File: config.mk
export PLATFORM = sky130hd
export DESIGN_NAME = uw_window_ctrl
export DESIGN_NICKNAME = d
export VERILOG_FILES = /design/src/rtl/uw_window_ctrl.sv
export SDC_FILE = /design/constraint.sdc
export NUM_CORES = 1
export LEC_CHECK = 0
export ABC_AREA = 0
export ABC_CLOCK_PERIOD_IN_PS = 2700
export CAP_MARGIN = 20
export CORE_MARGIN = 1.5
export CORE_UTILIZATION = 49
export DETAILED_ROUTE_END_ITERATION = 10
export PLACE_DENSITY = 0.89
export SLEW_MARGIN = 10
export SYNTH_ARGS = -nofsm -noshare
export SYNTH_HDL_FRONTEND = slang
export SYNTH_SLANG_ARGS = --single-unit
File: constraint.sdc
create_clock -name clk -period 2.7 [get_ports clk]
set_input_delay 0.54 -clock clk [delete_from_list [all_inputs] [get_ports clk]]
set_output_delay 0.54 -clock clk [all_outputs]
set_load 0.005 [all_outputs]
File: src/rtl/uw_window_ctrl.sv
// uw_window_ctrl: UW search sequencer that fills the sliding window, starts the correlator and thresholds its metrics.
// Optional in-hold peak tracking (uw_update port) is enabled by defining UW_PEAK_TRACK_EN.
module uw_window_ctrl #(
  parameter int WIN_LEN  = 16,
  parameter int CNT_W    = 16,
  parameter int METRIC_W = 32,
  parameter int HOLDOFF  = 64,
  parameter int OUT_MAX  = 15
) (
  input  logic                clk,
  input  logic                rst,
  input  logic                enable,
  input  logic                s_valid,
  output logic                s_ready,
  output logic                buf_en,
  output logic                buf_clr,
  output logic                corr_start,
  input  logic [METRIC_W-1:0] metric,
  input  logic                metric_valid,
  input  logic [METRIC_W-1:0] threshold,
  output logic                uw_found,
  output logic [CNT_W-1:0]    uw_pos,
  output logic [METRIC_W-1:0] uw_metric,
  output logic [1:0]          state,
  output logic                err_spur
`ifdef UW_PEAK_TRACK_EN
  ,
  output logic                uw_update
`endif
);
  localparam int FW = $clog2(WIN_LEN + 1);
  localparam int HW = $clog2(HOLDOFF + 1);
  localparam int OW = $clog2(OUT_MAX + 1);
  typedef enum logic [1:0] {IDLE, FILL, SEARCH, HOLD} state_e;
  state_e              state_q, state_d;
  logic [FW-1:0]       fill_cnt_q, fill_cnt_d;
  logic [CNT_W-1:0]    metric_cnt_q, metric_cnt_d;
  logic [HW-1:0]       hold_cnt_q, hold_cnt_d;
  logic [OW-1:0]       out_cnt_q, out_cnt_d;
  logic [CNT_W-1:0]    uw_pos_q, uw_pos_d;
  logic [METRIC_W-1:0] uw_metric_q, uw_metric_d;
  logic                cs_q, cs_d, found_q, err_q, err_d;
  logic                start, full_after, detect, hold_met, peak, load, spur;
`ifdef UW_PEAK_TRACK_EN
  logic                uw_update_q;
`endif
  always_ff @(posedge clk or negedge rst)
    if (!rst) state_q <= IDLE;
    else      state_q <= state_d;
  always_comb begin
    state_d = state_q;
    if (state_q == IDLE) state_d = start ? FILL : IDLE;
    else if (!enable) state_d = IDLE;
    else if (state_q == FILL) state_d = (buf_en && fill_cnt_q == FW'(WIN_LEN - 1)) ? SEARCH : FILL;
    else if (detect) state_d = HOLD;
    else if (hold_met && hold_cnt_q == HW'(1)) state_d = SEARCH;
  end
  always_comb begin
    s_ready    = state_q != IDLE;
    buf_en     = s_valid && s_ready;
    buf_clr    = start && rst;
    corr_start = cs_q;
    uw_found   = found_q;
    uw_pos     = uw_pos_q;
    uw_metric  = uw_metric_q;
    state      = state_q;
    err_spur   = err_q;
`ifdef UW_PEAK_TRACK_EN
    uw_update  = uw_update_q;
`endif
  end
  always_comb begin
    start      = state_q == IDLE && enable && out_cnt_q == '0;
    full_after = fill_cnt_q >= FW'(WIN_LEN - 1);
    detect     = state_q == SEARCH && metric_valid && metric > threshold;
    hold_met   = state_q == HOLD && metric_valid;
`ifdef UW_PEAK_TRACK_EN
    peak       = hold_met && metric > uw_metric_q;
`else
    peak       = 1'b0;
`endif
    load         = detect || peak;
    spur         = (metric_valid && !cs_q && out_cnt_q == '0) || (cs_q && !metric_valid && out_cnt_q == OW'(OUT_MAX));
    out_cnt_d    = (cs_q == metric_valid || spur) ? out_cnt_q : cs_q ? out_cnt_q + 1'b1 : out_cnt_q - 1'b1;
    fill_cnt_d   = start ? '0 : (buf_en && fill_cnt_q != FW'(WIN_LEN)) ? fill_cnt_q + 1'b1 : fill_cnt_q;
    metric_cnt_d = start ? '0 : (metric_valid && state_q != IDLE) ? metric_cnt_q + 1'b1 : metric_cnt_q;
    hold_cnt_d   = detect ? HW'(HOLDOFF) : hold_met ? hold_cnt_q - 1'b1 : hold_cnt_q;
    // metric k belongs to the window whose newest sample has index k + WIN_LEN - 1
    uw_pos_d     = load ? metric_cnt_q + CNT_W'(WIN_LEN - 1) : uw_pos_q;
    uw_metric_d  = load ? metric : uw_metric_q;
    cs_d         = buf_en && full_after && enable;
    err_d        = err_q || spur;
  end
  always_ff @(posedge clk or negedge rst)
    if (!rst) begin
      fill_cnt_q   <= '0;
      metric_cnt_q <= '0;
      hold_cnt_q   <= '0;
      out_cnt_q    <= '0;
      uw_pos_q     <= '0;
      uw_metric_q  <= '0;
      cs_q         <= 1'b0;
      found_q      <= 1'b0;
      err_q        <= 1'b0;
`ifdef UW_PEAK_TRACK_EN
      uw_update_q  <= 1'b0;
`endif
    end else begin
      fill_cnt_q   <= fill_cnt_d;
      metric_cnt_q <= metric_cnt_d;
      hold_cnt_q   <= hold_cnt_d;
      out_cnt_q    <= out_cnt_d;
      uw_pos_q     <= uw_pos_d;
      uw_metric_q  <= uw_metric_d;
      cs_q         <= cs_d;
      found_q      <= detect;
      err_q        <= err_d;
`ifdef UW_PEAK_TRACK_EN
      uw_update_q  <= peak;
`endif
    end
endmodule

==> flow_summary.toml, run 1 <==
[route]
finalWirelength_um = 13600
vias_per_cell = 5.51
avgRoutedWirePerCell_um = 18.4
antenna_left = 0
drc = 0
vias = 4085
drtIter0Drc = 159
first_pass_iters = 4

[critical_path]
slowest_delay_ns = 0.54
critPathKind = "in -> reg"
endpoint_kind = "flop"
path_cells = "dlygate4sd2_1 > inv_2 > ha_4 > nand2_2 > or4_4 > o31ai_4 > a31oi_4 > a41oi_4 > buf_6 > buf_8 > mux2_4"
cp-start-kind = "primary input"
crit_required_ns = 2.93
cp_max_fo = 7
slowest_stage = "or4_4"
cpLargestDelayFamily = "buffers and inverters"
path_buf_inv = 4
arrival_ns = 2.95

[clocking]
numCtsBuffers = 9
insertion_delay_ns = 0.35
cts_buffer_depth = 2
cts_sinks = 85
cts_root_buf = "clkbuf_8"
h-tree-depth = 3
cts_tree = "yes"
cts_hold_buffers = 0
clk_pin_slew_worst_paths_ns = 0.09

[synth]
synth_top_area_frac = 0.446
synth-async-reset-ratio = 1.00
synth_area_mm2 = 0.00477
synth-edff-count = 0
ys_types = 44
avgSynthCellArea_um2 = 10.5
syn_nets = 567
yosys_warnings = 0
syn_inst = 454
ys_seq_area_frac = 0.446
yosys.area.top_type = "dfrtp_1"
ys_seq_elements = 85
synth_flop_cell = "dfrtp_1"
synth_area_leaders = "dfrtp_1, ha_1, mux2_2, mux2_1, inv_1"

[floorplanning]
fp.dieW_um = 102
core_region_area_mm2 = 0.00933
rows = 35
die_y_um = 102
dieArea_mm2 = 0.0103
io_pins = 125
start_util = 0.511

[cells_and_area]
fill_cells = 602
finalNetCount = 721
seq_area_mm2 = 0.00213
stdcell_count = 742
diodes = 0
multiInputGateArea_mm2 = 0.00291
syn2layout_area_growth_pct = 47.8
drive_gt1_frac = 0.316

[sta]
rsz0062_at_grt = "true"
finalHoldViolations = 0
setup_viol = 11
fin_crit_sh = 1.00
max_freq_mhz = 369
fin_skew_ns = 0.0101
worstMarginPinSlew_ns = 0.740
slew_violations = 0
min_period_ns = 2.71
setup_ws_ns = -0.0129
slew_headroom = 0.502

[place]
dpl_worst_slack_ns = -0.878
dp_cells = 715
place.gp.congestion = 0.843
port_buffers = 124
dp_hpwl_um = 9020

[power_and_ir_drop]
sw_frac_of_total = 0.306
peakVddDrop_uv = 325
p_sw_mw = 0.869
power_density_mw_per_mm2 = 403
comb_power_share = 0.217
leakage_nw = 3.41
power_mw = 2.84
clkPwrFrac = 0.292
internal-power_mw = 1.97
power_frac_seq = 0.491

[global_route]
grt_first_pass_wirelength_um = 21300
grt_pass1_vias = 4387
grt.total_usage = 0.266
grt.overflow.total = 0
grt_max_degree = 86
grt_antenna_before_repair = 0

[min_path]
holdCritPathClass = "in -> async"

[run_status]
violations = "negative setup slack"
status = "finished, violations left"

[job]
maxCapViolCount = 0
logic make-up after synthesis:
logic type | after synthesis | synth area share
AOI/OAI and AO/OA | 57 | 0.0742
xor gates and xnor gates | 35 | 0.0643
adders and majority gates | 44 | 0.117
buffers and inverters | 62 | 0.0553
DFF | 85 | 0.446
muxes | 49 | 0.115
and+or+nand+nor | 122 | 0.128
metrics by stage:
step	area (µm²)	hold slack [ns]	util	TNS, ns
3_3_place_gp	6430	0.452	0.689	-41.38
3_5_place_dp	6430	0.454	0.689	-47.60
5_1_grt	7050	0.287	0.756	-1.77
4_1_cts	6980	0.448	0.748	0
6_report	7050	0.246	0.756	-0.0665
2_1_floorplan	4910	0.244	-	-0.201
cell type report:
class	instances	share of cell area
Clock buffer	9	0.0176
Clock inverter	7	0.00692
Inverter	46	0.0277
Multi-Input combinational cell	307	0.413
Sequential cell	85	0.302
Tap cell	129	0.0229
Timing Repair Buffer	159	0.210
what timing repair did:
action / 4_1_cts / 5_1_grt
pin swaps: 24 / 22
setup endpoints to repair: 57 / 58
gates resized for setup: 178 / 86
buffers inserted: 9 / 1
gates cloned: 2 / 0
layer usage:
metal,share of wire,global-route usage,vias to the layer above
met5,0,0,-
met4,0.040,0.118,0
li1,-,-,1872
met3,0.049,0.0497,44
met1,0.38,0.319,2005
met2,0.53,0.465,164
path summary, 6_finish.rpt:
check / startpoint / endpoint / slack (ns) / cells after the start
setup / recovery: threshold[24] / uw_metric[5] / -0.01 / 11
hold / removal: rst / fill_cnt_q[1] / 0.25 / 2
setup reg to reg: out_cnt_q[0] / metric_cnt_q[10] / 0.40 / 6
hold reg to reg: err_spur / err_spur / 0.47 / 1
max in group asynchronous: rst / uw_metric[22] / 1.81 / 3
min in group clk: metric[28] / uw_metric[28] / 0.43 / 2
cell usage in the layout, fill, tap and decap left out, types with 6 or more instances in the layout:
master and count:
dfrtp_1 84, clkdlybuf4s50_1 65, mux2_4 30, nand2_1 28, nor2_1 28, ha_4 26
buf_4 26, inv_1 25, a21oi_1 20, xnor2_1 19, inv_2 18, ha_1 17
xor2_1 16, clkbuf_2 16, nand4_1 12, clkdlybuf4s15_1 12, buf_2 12, nor3_1 11
buf_6 11, o21ai_0 10, mux2_2 10, clkbuf_8 9, nand3_1 8, mux2_1 8
and2_1 6
power by group through the flow:
stage / sequential [mW] / clock (mW) / combinational [mW]
6_report: 1.40 / 0.831 / 0.616
5_1_grt: 1.41 / 0.893 / 0.682
3_3_place_gp: 1.40 / 0 / 0.515
3_5_place_dp: 1.41 / 0 / 0.547
2_1_floorplan: 1.39 / 0 / 0.280
4_1_cts: 1.38 / 0.844 / 0.571
Yosys cell counts, drive strengths merged, types with 5 or more instances:
library cell   n
nand2         30
mux2          48
dfrtp         85
or3            5
ha            43
nand3          8
nor2          28
a21oi         22
clkbuf         9
xor2          16
nand4         12
xnor2         19
buf            7
and2           6
and3           5
nor3          11
inv           46
o21ai         11
or4            6
nor2b          5
sequential cells by signal, summed over array words and instances, names as in the netlist:
signal	flops
uw_found	1
uw_pos	16
err_spur	1
hold_cnt_q	7
corr_start	1
metric_cnt_q	16
state	2
out_cnt_q	4
fill_cnt_q	5
uw_metric	32
No activity file was read; power rests on OpenSTA's default activity.
==> run 2, diff against run 1 <==
- CTS_CLUSTER_SIZE: unset -> 14
==> results of run 2 <==
Same layout as run 1: the final DEF is identical, and so are final timing and power.
==> run 3, diff against run 2 <==
- ABC_AREA: 0 -> 1
- CORE_UTILIZATION: 49 -> 50
- PLACE_DENSITY: 0.89 -> 0.9
==> run 3 against run 2 <==
Against the previous run: the run now ends clean; die area increased by 1.0%; maximum frequency increased by 10%; worst hold slack got worse by 0.11 ns; critical path depth increased by 3; first-iteration DRC count decreased by 3.1%; synthesized area increased by 3.1%; via count increased by 11%; sequential share of layout area increased by 1.9 points; non-clock buffer count decreased by 21.
==> flow_summary.toml, run 3 <==
[power_and_ir_drop]
leakage_nw = 3.31
power_density_mw_per_mm2 = 774
peakVddDrop_uv = 510
power_mw = 5.13

[synth]
synth_area_mm2 = 0.00492
ys_types = 36
synth-edff-count = 0
synth_flop_cell = "dfrtp_1"
yosys_warnings = 0
synth_top_area_frac = 0.432
syn_inst = 607
synth.most_common_cell = "nand2_1"
ys_seq_elements = 85
avgSynthCellArea_um2 = 8.10
yosys.area.top_type = "dfrtp_1"
syn_nets = 720
synth-async-reset-ratio = 1.00
ys_seq_area_frac = 0.432
synth_area_leaders = "dfrtp_1, nand2_1, ha_1, inv_1, a21oi_1"
synth_common_cells = "nand2_1, dfrtp_1, inv_1"

[sta]
finalHoldViolations = 0
slew_violations = 0
setup_ws_ns = 0.243
fin_skew_ns = 0.00838
worstMarginPinSlew_ns = 0.389
fin_crit_sh = 0.910
min_period_ns = 2.46
rsz0062_at_grt = "false"
slew_headroom = 0.741
max_freq_mhz = 407
setup_viol = 0

[global_route]
grtUsageMet3 = 0.0513
grt_antenna_before_repair = 0
grtUsageMet1 = 0.258
grt_pass1_vias = 4494
grt.overflow.total = 0
grt.total_usage = 0.239
grt_max_degree = 86
grt_first_pass_wirelength_um = 19700
gr-usage-met2 = 0.444
top_usage_layer = "met2"

[clocking]
cts_tree = "yes"
cts_buffer_depth = 2
clk_pin_slew_worst_paths_ns = 0.09
cts_sinks = 85
h-tree-depth = 3
insertion_delay_ns = 0.35
cts_root_buf = "clkbuf_8"
numCtsBuffers = 9

[cells_and_area]
fill_cells = 758
syn2layout_area_growth_pct = 34.6
largest_reg_flops = 32
final_common_cell = "nand2_1"
final_util = 0.687
finalNetCount = 857
design_area_mm2 = 0.00662
drive_gt1_frac = 0.0708
diodes = 0
layout_common_cells = "nand2_1, clkdlybuf4s50_1, dfrtp_1, inv_1, ha_1"

[min_path]
holdCritPathClass = "in -> async"

[critical_path]
cp_common_cell = "nand2_1"
critPathKind = "in -> reg"
r2r_end = "out_cnt_q[3]"
cpLargestDelayFamily = "simple AND/OR/NAND/NOR gates"
cp-start-kind = "primary input"
slowest_delay_ns = 0.45
r2r_setup_slack_ns = 0.85
path_buf_inv = 4
crit_required_ns = 2.94
cp_max_fo = 21
r2r_cells = 8
path_cells = "clkdlybuf4s50_1 > inv_1 > ha_1 > nand2_1 > nor3_1 > buf_4 > nand3_1 > nor2_1 > nor2_1 > nand2_2 > buf_4 > nand2_1 > nand2_1 > nand3_1"
arrival_ns = 2.69
endpoint_kind = "flop"
r2r_start = "corr_start"
slowest_stage = "clkdlybuf4s50_1"

[run_status]
status = "complete, no violations"

[floorplanning]
fp.dieW_um = 102
rows = 36
start_util = 0.510
dieArea_mm2 = 0.0104
die_y_um = 102
core_region_area_mm2 = 0.00964
io_pins = 125

[route]
finalWirelength_um = 12300
antenna_left = 0
vias_per_cell = 5.13
first_pass_iters = 5
vias = 4524
drc = 0
drtIter0Drc = 154
avgRoutedWirePerCell_um = 14.0

[place]
dpl_worst_slack_ns = -0.211
place.gp.congestion = 0.870
postPlaceCellArea_mm2 = 0.00633
port_buffers = 124
dp_hpwl_um = 9430

[job]
maxCapViolCount = 0
-- run 3: cell types whose count changed after synthesis, sizes merged, moves of 12 or more --
cell,delta
nand2,+163
nor2,+12
xnor2,-15
o21ai,+25
mux2,-48
inv,+43
-- run 3: worst max-delay path by stage --
stage	cells after the start	start	to	slack [ns]
floorplan	13	threshold[31]	uw_metric[10]	0.75
global placement	13	threshold[15]	uw_pos[3]	-0.11
detailed placement	13	threshold[15]	uw_pos[3]	-0.21
CTS	13	threshold[15]	uw_pos[3]	0.15
global route	14	threshold[15]	state[0]	0.08
finish	14	threshold[15]	state[0]	0.24
-- run 3: cell families (layout without fill, tap and decap cells) --
group | count (synthesis) | count (layout) | share of synthesized area
AOI/OAI and AO/OA | 77 | 77 | 0.0834
xor gates and xnor gates | 21 | 21 | 0.0374
DFF | 85 | 85 | 0.432
adders and majority gates | 44 | 44 | 0.113
and+or+nand+nor | 279 | 279 | 0.245
buffers and inverters | 101 | 243 | 0.0885
-- run 3: per-stage QoR --
step	hold WS (ns)	TNS (ns)	cells
after CTS	0.484	0	881
after global placement	0.455	-1.28	865
after floorplan	0.244	0	607
after detailed placement	0.463	-5.94	865
final	0.139	0	882
after global routing	0.141	0	882
-- run 3: cell type report --
type | count | area [µm²] | share of cell area
Tap cell | 133 | 166 | 0.0251
Timing Repair Buffer | 138 | 1380 | 0.208
Clock buffer | 11 | 151 | 0.0229
Multi-Input combinational cell | 421 | 2360 | 0.356
Sequential cell | 85 | 2130 | 0.321
Inverter | 89 | 339 | 0.0512
Clock inverter | 5 | 106 | 0.0161
-- run 3: per-layer routing --
metal / wire [µm] / vias to the layer above
met5: 0 / -
met2: 6290 / 162
li1: - / 2200
met3: 723 / 37
met4: 365 / 0
met1: 4920 / 2125
-- run 3: timing repair --
item | in CTS | in global routing
resized for setup | 0 | 2
hold buffers | 0 | 0
setup buffers | 0 | 0
endpoints found under the setup margin | 0 | 1
-- run 3: power by group --
part / total [mW] / internal [mW] / switching [mW] / leakage (nW)
clock: 1.13 / 0.667 / 0.461 / 0.126
sequential: 2.05 / 1.72 / 0.329 / 1.12
combinational: 1.95 / 1.03 / 0.923 / 2.07
